--- src/rtl/divconv_pkg.sv ---
// rtl/divconv_pkg.sv - shared state encoding, mux selects and control decode for the Goldschmidt divider controller
package divconv_pkg;

  typedef enum logic [2:0] {
    S_IDLE   = 3'd0,
    S_INIT_D = 3'd1,
    S_INIT_N = 3'd2,
    S_ITER_N = 3'd3,
    S_ITER_D = 3'd4,
    S_DONE   = 3'd5
  } state_t;

  localparam logic [1:0] MUXA_REGA = 2'd0;
  localparam logic [1:0] MUXA_D    = 2'd1;
  localparam logic [1:0] MUXA_IA   = 2'd2;

  localparam logic [1:0] MUXB_D    = 2'd0;
  localparam logic [1:0] MUXB_X    = 2'd1;
  localparam logic [1:0] MUXB_REGB = 2'd2;
  localparam logic [1:0] MUXB_REGC = 2'd3;

  typedef struct packed {
    logic [1:0] sel_muxa;
    logic [1:0] sel_muxb;
    logic       load_rega;
    logic       load_regb;
    logic       load_regc;
    logic       busy;
    logic       done;
  } ctrl_t;

  // Moore decode: datapath controls depend on the state register alone
  function automatic ctrl_t decode_ctrl(input state_t s);
    ctrl_t c;
    c = '{sel_muxa: MUXA_REGA, sel_muxb: MUXB_D, default: 1'b0};
    case (s)
      S_INIT_D: begin
        c.sel_muxa  = MUXA_IA;
        c.sel_muxb  = MUXB_D;
        c.load_regb = 1'b1;
        c.load_rega = 1'b1;
        c.busy      = 1'b1;
      end
      S_INIT_N: begin
        c.sel_muxa  = MUXA_IA;
        c.sel_muxb  = MUXB_X;
        c.load_regc = 1'b1;
        c.busy      = 1'b1;
      end
      S_ITER_N: begin
        c.sel_muxa  = MUXA_REGA;
        c.sel_muxb  = MUXB_REGC;
        c.load_regc = 1'b1;
        c.busy      = 1'b1;
      end
      S_ITER_D: begin
        c.sel_muxa  = MUXA_REGA;
        c.sel_muxb  = MUXB_REGB;
        c.load_regb = 1'b1;
        c.load_rega = 1'b1;
        c.busy      = 1'b1;
      end
      S_DONE:  c.done = 1'b1;
      default: ;
    endcase
    return c;
  endfunction

endpackage

--- src/rtl/divconv_ctrl.sv ---
// rtl/divconv_ctrl.sv - Goldschmidt divide sequencer: steps the datapath and captures the final rounded quotient
module divconv_ctrl
  import divconv_pkg::*;
#(
  parameter int ITERS = 3
) (
  input  logic       clk,
  input  logic       reset,
  input  logic       start,
  input  logic [7:0] q,
  output logic [1:0] sel_muxa,
  output logic [1:0] sel_muxb,
  output logic       load_rega,
  output logic       load_regb,
  output logic       load_regc,
  output logic       busy,
  output logic       done,
  output logic [7:0] quot
);

  if (ITERS < 1 || ITERS > 7) begin : g_bad_iters
    $error("divconv_ctrl: ITERS must be within 1..7");
  end

  localparam logic [2:0] LAST_ITER = 3'(ITERS - 1);

  state_t     state_q, state_d;
  logic [2:0] cnt_q, cnt_d;
  logic [7:0] quot_q, quot_d;
  ctrl_t      ctrl;

  always_comb begin
    state_d = state_q;
    cnt_d   = cnt_q;
    quot_d  = quot_q;
    case (state_q)
      S_IDLE:   if (start) state_d = S_INIT_D;
      S_INIT_D: state_d = S_INIT_N;
      S_INIT_N: begin
        cnt_d   = 3'd0;
        state_d = S_ITER_N;
      end
      // N is refined before D so the current K is used before ITER_D overwrites it
      S_ITER_N: begin
        if (cnt_q == LAST_ITER) begin
          quot_d  = q;
          state_d = S_DONE;
        end else begin
          state_d = S_ITER_D;
        end
      end
      S_ITER_D: begin
        cnt_d   = cnt_q + 3'd1;
        state_d = S_ITER_N;
      end
      S_DONE:   state_d = S_IDLE;
      default:  state_d = S_IDLE;
    endcase
  end

  always_ff @(posedge clk or posedge reset) begin
    if (reset) begin
      state_q <= S_IDLE;
      cnt_q   <= 3'd0;
      quot_q  <= 8'h00;
    end else begin
      state_q <= state_d;
      cnt_q   <= cnt_d;
      quot_q  <= quot_d;
    end
  end

  assign ctrl      = decode_ctrl(state_q);
  assign sel_muxa  = ctrl.sel_muxa;
  assign sel_muxb  = ctrl.sel_muxb;
  assign load_rega = ctrl.load_rega;
  assign load_regb = ctrl.load_regb;
  assign load_regc = ctrl.load_regc;
  assign busy      = ctrl.busy;
  assign done      = ctrl.done;
  assign quot      = quot_q;

endmodule

--- config.mk ---
export PLATFORM = sky130hd
export DESIGN_NAME = divconv_ctrl
export DESIGN_NICKNAME = d
export VERILOG_FILES = /design/src/rtl/divconv_pkg.sv /design/src/rtl/divconv_ctrl.sv
export SDC_FILE = /design/constraint.sdc
export NUM_CORES = 1
export LEC_CHECK = 0
export BUFFER_PORTS_ARGS = -buffer_cell sky130_fd_sc_hd__clkbuf_2
export CORE_MARGIN = 2
export CORE_UTILIZATION = 47
export CTS_CLUSTER_SIZE = 10
export DETAILED_ROUTE_END_ITERATION = 7
export PLACE_DENSITY = 0.77
export SLEW_MARGIN = 20
export SYNTH_ARGS = -nofsm -noshare
export SYNTH_HDL_FRONTEND = slang
export SYNTH_SLANG_ARGS = --single-unit
export TNS_END_PERCENT = 1
--- constraint.sdc ---
create_clock -name clk -period 1.55 [get_ports clk]
set_input_delay 0.31 -clock clk [delete_from_list [all_inputs] [get_ports clk]]
set_output_delay 0.31 -clock clk [all_outputs]
set_load 0.02 [all_outputs]
==> results_dict.tcl, run 1 <==
set metrics [dict create \
    ir_drop_uv 1650 \
    routabilityCongestion 0.717 \
    fmax_mhz 565 \
    clk_latency_ns 0.28 \
    finalNonFillerCells 114 \
    ys_ff_latch 14 \
    clk_pin_slew_ns 0.08 \
    wl_met1_microns 654 \
    post-dp-hpwl_microns 1130 \
    fin_crit_ns 1.77 \
    antenna_left 0 \
    portBuffers 26 \
    dr.pass1.iters 4 \
    drive_gt1_frac 0.592 \
    syn_to_final_growth_pct 36.5 \
    cts_htree_levels 1 \
    core_sq_um 1510 \
    fin_nets 112 \
    grt_use_total 0.168 \
    wirelength_microns 1520 \
    holdBufCountCts 0 \
    grt_max_degree 15 \
    die_area_sq_um 1940 \
    dp_slack_ns -0.00667 \
    cap_violations 0 \
    first_iter_violations 9 \
    status "complete, but fails checks" \
    clock-root-buffer "clkbuf_4" \
    netlist_area_sq_um 754 \
    clock_sinks 14 \
    vias 561 \
    failed_checks "setup timing" \
    endpoint_kind "output port" \
    hold-worst-slack_ns 0.0264 \
    min_period_over_period 1.14 \
    ios 28 \
    hold_viol 0 \
    crit_path_start_kind "flop" \
    critPathKind "reg2out" \
    max_slew_margin 0.656 \
    worst_ep_required_time_ns 1.24 \
    clock_path_buffers 2 \
    start_util 0.501 \
    grt_antenna_before_repair 0 \
    syn_nets 77 \
    syn-mean-instance-area_sq_um 11.8 \
    worst_pin_slew_ns 0.516 \
    rows 14 \
    setup_viol 9 \
    topRoutingLayerUsed "met3" \
    rsz0062_at_grt "yes" \
    grt_pass1_wl_microns 2390 \
    wl_met3_microns 50 \
    grt_pass1_vias 553 \
    syn-instance-count 64 \
    ys_seq_area_frac 0.464 \
    power.density_nw_per_um2 2320 \
    cp_max_fo 4 \
    numCtsBuffers 3 \
    dp_cells 106 \
    hold_class "in2async" \
    slew_violations 0 \
    drc 0 \
    finalClockSkew_ns 0.00501 \
    tritoncts "yes" \
    diodes 0 \
    yosysUniqueCellTypes 26 \
    power_leakage_nw 0.550 \
    die_h_microns 44.1 \
    met2_length_microns 819 \
    fin_ws_ns -0.221 \
    ys_warn_count 0 \
    via_per_inst 4.92 \
    die_w_microns 44.1 \
    wl_per_cell_microns 13.4 \
    arrival_ns 1.46 \
    overflow 0 \
]
==> synthesized netlist by cell type <==
| library cell | instances | area [sq um] |
|---|---|---|
| conb_1 | 1 | 3.75 |
| o2bb2ai_1 | 1 | 8.76 |
| nor4_1 | 1 | 6.26 |
| ha_1 | 2 | 25.0 |
| o21ai_0 | 4 | 20.0 |
| a21o_1 | 1 | 7.51 |
| nor3_1 | 1 | 5.00 |
| xnor2_1 | 2 | 17.5 |
| and3b_4 | 1 | 12.5 |
| clkbuf_1 | 1 | 3.75 |
| nor2_1 | 3 | 11.3 |
| a21o_2 | 1 | 8.76 |
| inv_1 | 4 | 15.0 |
| dfrtp_1 | 14 | 350 |
| buf_4 | 3 | 22.5 |
| mux2_4 | 8 | 120 |
| a21oi_1 | 2 | 10.0 |
| buf_2 | 1 | 5.00 |
| buf_6 | 2 | 22.5 |
| and4bb_2 | 1 | 12.5 |
| nor2b_1 | 2 | 12.5 |
| or2_2 | 2 | 12.5 |
| and3b_1 | 1 | 8.76 |
| a22o_1 | 2 | 17.5 |
| o21a_1 | 1 | 7.51 |
| nand2_1 | 2 | 7.51 |
==> where the power goes <==
part           leakage (nW)  total (mW)  internal (mW)  switching (mW)
logic                 0.342        1.53          0.804           0.728
registers             0.187       0.592          0.489           0.103
clock network        0.0210       0.260          0.143           0.117
==> cells by family after synthesis <==
kind of cell | synth area share
and+or+nand+nor | 0.118
muxes | 0.159
xor gates and xnor gates | 0.0232
other | 0.00497
AOI/OAI and AO/OA | 0.106
DFF | 0.464
buffers and inverters | 0.0912
adders and majority gates | 0.0332
==> cell usage in the layout, fill, tap and decap left out, types with 3 or more instances in the layout <==
| master | count |
|---|---|
| dfrtp_1 | 14 |
| clkbuf_2 | 19 |
| mux2_4 | 8 |
| buf_6 | 3 |
| buf_4 | 10 |
| inv_1 | 4 |
| clkbuf_4 | 4 |
| o21ai_0 | 4 |
==> layout make-up <==
class / count / area (sq um)
Multi-Input combinational cell: 39 / 352
Timing Repair Buffer: 37 / 256
Clock buffer: 4 / 36.3
Inverter: 4 / 15.0
Tap cell: 16 / 20.0
Sequential cell: 14 / 350
Fill cell: 115 / 477
==> worst max-delay path, stage by stage, from the launching register on <==
cell and delay, ns:
dfrtp_1 0.43, and3b_4 0.20, a21o_2 0.19, or2_4 0.23
buf_8 0.13
==> metal layers <==
metal,GRT usage,vias up
met5,0,-
met4,0.0182,0
met3,0.0612,0
met2,0.285,11
met1,0.212,269
li1,-,281
==> path summary, 6_finish.rpt <==
path	from	end	slack, ns	cells past startpoint
max in group asynchronous	reset	quot[3]	1.17	2
setup / recovery	state_q[1]	busy	-0.22	4
min in group clk	q[1]	quot[1]	0.25	2
setup reg to reg	state_q[2]	quot[7]	-0.01	5
hold reg to reg	quot[3]	quot[3]	0.52	1
hold / removal	reset	quot[4]	0.03	2
==> state kept, by name (all words and copies together), names as in the netlist <==
register	count
state_q	3
cnt_q	3
quot	8
==> what timing repair did <==
| action | CTS | global route |
|---|---|---|
| gates resized for setup | 7 | 12 |
| cloned | 0 | 0 |
| hold endpoints to repair | 0 | 0 |
| buffers inserted | 3 | 1 |
| pin swaps | 3 | 2 |
| endpoints found under the setup margin | 6 | 16 |
==> per-stage QoR <==
| stage | total power [mW] | utilization | area [sq um] | TNS (ns) |
|---|---|---|---|---|
| floorplan | 1.47 | - | 757 | -0.0192 |
| global placement | 1.79 | 0.610 | 918 | 0 |
| detailed placement | 1.83 | 0.610 | 918 | -0.00667 |
| CTS | 2.25 | 0.662 | 997 | -0.452 |
| global route | 2.55 | 0.684 | 1030 | -1.51 |
| finish | 2.38 | 0.684 | 1030 | -0.399 |
No activity file was read; power rests on OpenSTA's default activity.
==> run 2: changes to the inputs <==
--- a/config.mk
+++ b/config.mk
@@ -5,12 +5,13 @@
 export SDC_FILE = /design/constraint.sdc
 export NUM_CORES = 1
 export LEC_CHECK = 0
+export ABC_AREA = 1
 export BUFFER_PORTS_ARGS = -buffer_cell sky130_fd_sc_hd__clkbuf_2
 export CORE_MARGIN = 2
-export CORE_UTILIZATION = 47
+export CORE_UTILIZATION = 45
 export CTS_CLUSTER_SIZE = 10
 export DETAILED_ROUTE_END_ITERATION = 7
-export PLACE_DENSITY = 0.77
+export PLACE_DENSITY = 0.75
 export SLEW_MARGIN = 20
 export SYNTH_ARGS = -nofsm -noshare
 export SYNTH_HDL_FRONTEND = slang
==> results_dict.tcl, run 2 <==
set metrics [dict create \
    status "complete, but fails checks" \
    failed_checks "setup timing" \
    syn_nets 100 \
    yosysMostFrequentCell "nand2_1" \
    clock_path_buffers 2 \
    ys_seq_area_frac 0.501 \
    setup_viol 6 \
    finalClockSkew_ns 0.000554 \
    worst_ep_required_time_ns 1.24 \
    rr_worst_depth 7 \
    final_cell_mix "nand2_1 (26), clkbuf_2 (20), dfrtp_1 (12)" \
    synth_top_area_share 0.501 \
    synth_ff_type "dfrtp_1" \
    dr.pass1.iters 4 \
    die_w_microns 43.4 \
    diodes 0 \
    rows 14 \
    rsz0062_at_grt "yes" \
    die_area_sq_um 1890 \
    holdBufCountCts 0 \
    r2r-end "quot[4]" \
    yosysUniqueCellTypes 15 \
    worst_pin_slew_ns 0.499 \
    via_per_inst 4.76 \
    cts_htree_levels 1 \
    hold_viol 0 \
    ff2ff_setup_slack_ns 0.26 \
    grt_antenna_before_repair 0 \
    crit_path_end "sel_muxa[1]" \
    grt_max_degree 15 \
    ys_warn_count 0 \
    crit_path_start_kind "flop" \
    grt_use_total 0.182 \
    overflow 0 \
    drive_gt1_frac 0.471 \
    vias 642 \
    grt_pass1_wl_microns 2580 \
    nFillCells 125 \
    synth.top_cells.by_area "dfrtp_1 (50%), nand2_1 (16%), nand3_1 (7.2%)" \
    cap_violations 0 \
    fmax_mhz 624 \
    portBuffers 26 \
    numCtsBuffers 3 \
    hold_class "in2async" \
    arrival_ns 1.29 \
    synth_edf_count 0 \
    ir_drop_uv 925 \
    endpoint_kind "output port" \
    min_period_over_period 1.03 \
    dp_cells 126 \
    fin_nets 134 \
    syn-instance-count 87 \
    synth_area_leader_cell "dfrtp_1" \
    mostFrequentLayoutCell "nand2_1" \
    tritoncts "yes" \
    slew_violations 0 \
    critPathKind "reg2out" \
    ys_ff_latch 14 \
    largest_reg_flops 8 \
    fin_crit_ns 1.60 \
    max_slew_margin 0.667 \
    synth.top_cells.by_count "nand2_1 (30), dfrtp_1 (14), inv_1 (10), nand3_1 (10)" \
    clock_sinks 14 \
    fin_ws_ns -0.0533 \
    first_iter_violations 5 \
    timing.rr.start "state_q[2]" \
    wl_per_cell_microns 11.6 \
    syn-mean-instance-area_sq_um 8.04 \
    drc 0 \
    die_h_microns 43.4 \
    netlist_area_sq_um 699 \
    finalNonFillerCells 135 \
    core_sq_um 1490 \
    ios 28 \
    dp_slack_ns 0.137 \
    antenna_left 0 \
    routabilityCongestion 0.853 \
    post-dp-hpwl_microns 1040 \
    power.density_nw_per_um2 2310 \
    synth-async-reset-ratio 1.00 \
    grt_pass1_vias 638 \
    power_leakage_nw 0.580 \
    setup.worst_path.start "state_q[1]" \
    clk_pin_slew_ns 0.07 \
    start_util 0.470 \
    cp_max_fo 4 \
    syn_to_final_growth_pct 47.6 \
    clock-root-buffer "clkbuf_4" \
    wirelength_microns 1570 \
    clk_latency_ns 0.26 \
]
[run 2: cell types whose count changed after synthesis, moves of 3 or more]
| cell | previous run | this run |
|---|---|---|
| nand2_2 | 0 | 3 |
| mux2_4 | 8 | 0 |
| inv_1 | 4 | 10 |
| nand3_1 | 0 | 10 |
| nand2_1 | 2 | 30 |
| inv_2 | 0 | 4 |
[run 2: cell type report]
type,count,area [sq um],share of cell area
Multi-Input combinational cell,55,338,0.327
Sequential cell,14,353,0.342
Timing Repair Buffer,33,241,0.234
Inverter,14,57.6,0.0558
Tap cell,16,20.0,0.0194
Clock buffer,3,22.5,0.0218
[run 2: metal layers]
layer / vias up / part of all wire / track usage / routed length, microns
met5: - / 0 / 0 / 0
met4: 0 / 0 / 0.0667 / 0
met3: 0 / 0.041 / 0.0292 / 64
met2: 24 / 0.55 / 0.337 / 858
met1: 296 / 0.41 / 0.208 / 647
li1: 322 / - / - / -
[run 2: through the flow]
| step | area, sq um | util | TNS (ns) | hold WS [ns] | power, mW |
|---|---|---|---|---|---|
| after floorplan | 699 | - | 0 | 0.199 | 1.35 |
| after global placement | 823 | 0.553 | 0 | 0.339 | 1.58 |
| final | 1030 | 0.693 | -0.225 | 0.0377 | 2.39 |
| after CTS | 958 | 0.644 | -0.0701 | 0.0597 | 2.12 |
| after detailed placement | 823 | 0.553 | 0 | 0.348 | 1.61 |
| after global routing | 1030 | 0.693 | -0.557 | 0.0861 | 2.55 |
[run 2: cells by family after synthesis]
| group | share of synthesized area |
|---|---|
| xor gates and xnor gates | 0.0125 |
| adders and majority gates | 0.0358 |
| other | 0.00536 |
| buffers and inverters | 0.123 |
| DFF | 0.501 |
| and+or+nand+nor | 0.293 |
| AOI/OAI and AO/OA | 0.0286 |
[run 2: where the power goes]
part           leakage [nW]  switching (mW)  internal [mW]  total (mW)
clock network        0.0138          0.0989         0.0897       0.189
logic                 0.413           0.889          0.674        1.56
registers             0.154           0.130          0.508       0.638
[run 2: critical path, stage by stage (launching register included)]
cell,delay [ns]
dfrtp_2,0.47
buf_6,0.14
nor2_4,0.11
nand2_4,0.08
nand2_1,0.09
buf_6,0.12
[run 2: worst min path at each step]
stage / start / endpoint / slack, ns / depth (start not counted)
2_1_floorplan: reset / cnt_q[0] / 0.20 / 1
3_3_place_gp: reset / quot[3] / 0.34 / 2
3_5_place_dp: reset / quot[3] / 0.35 / 2
4_1_cts: reset / quot[3] / 0.06 / 2
5_1_grt: reset / quot[3] / 0.09 / 2
6_report: reset / quot[3] / 0.04 / 2
[run 2: what timing repair did]
action	CTS	global route
buffers inserted	6	0
hold endpoints to repair	0	0
endpoints found under the setup margin	3	6
gates resized for setup	19	22
pin swaps	8	5
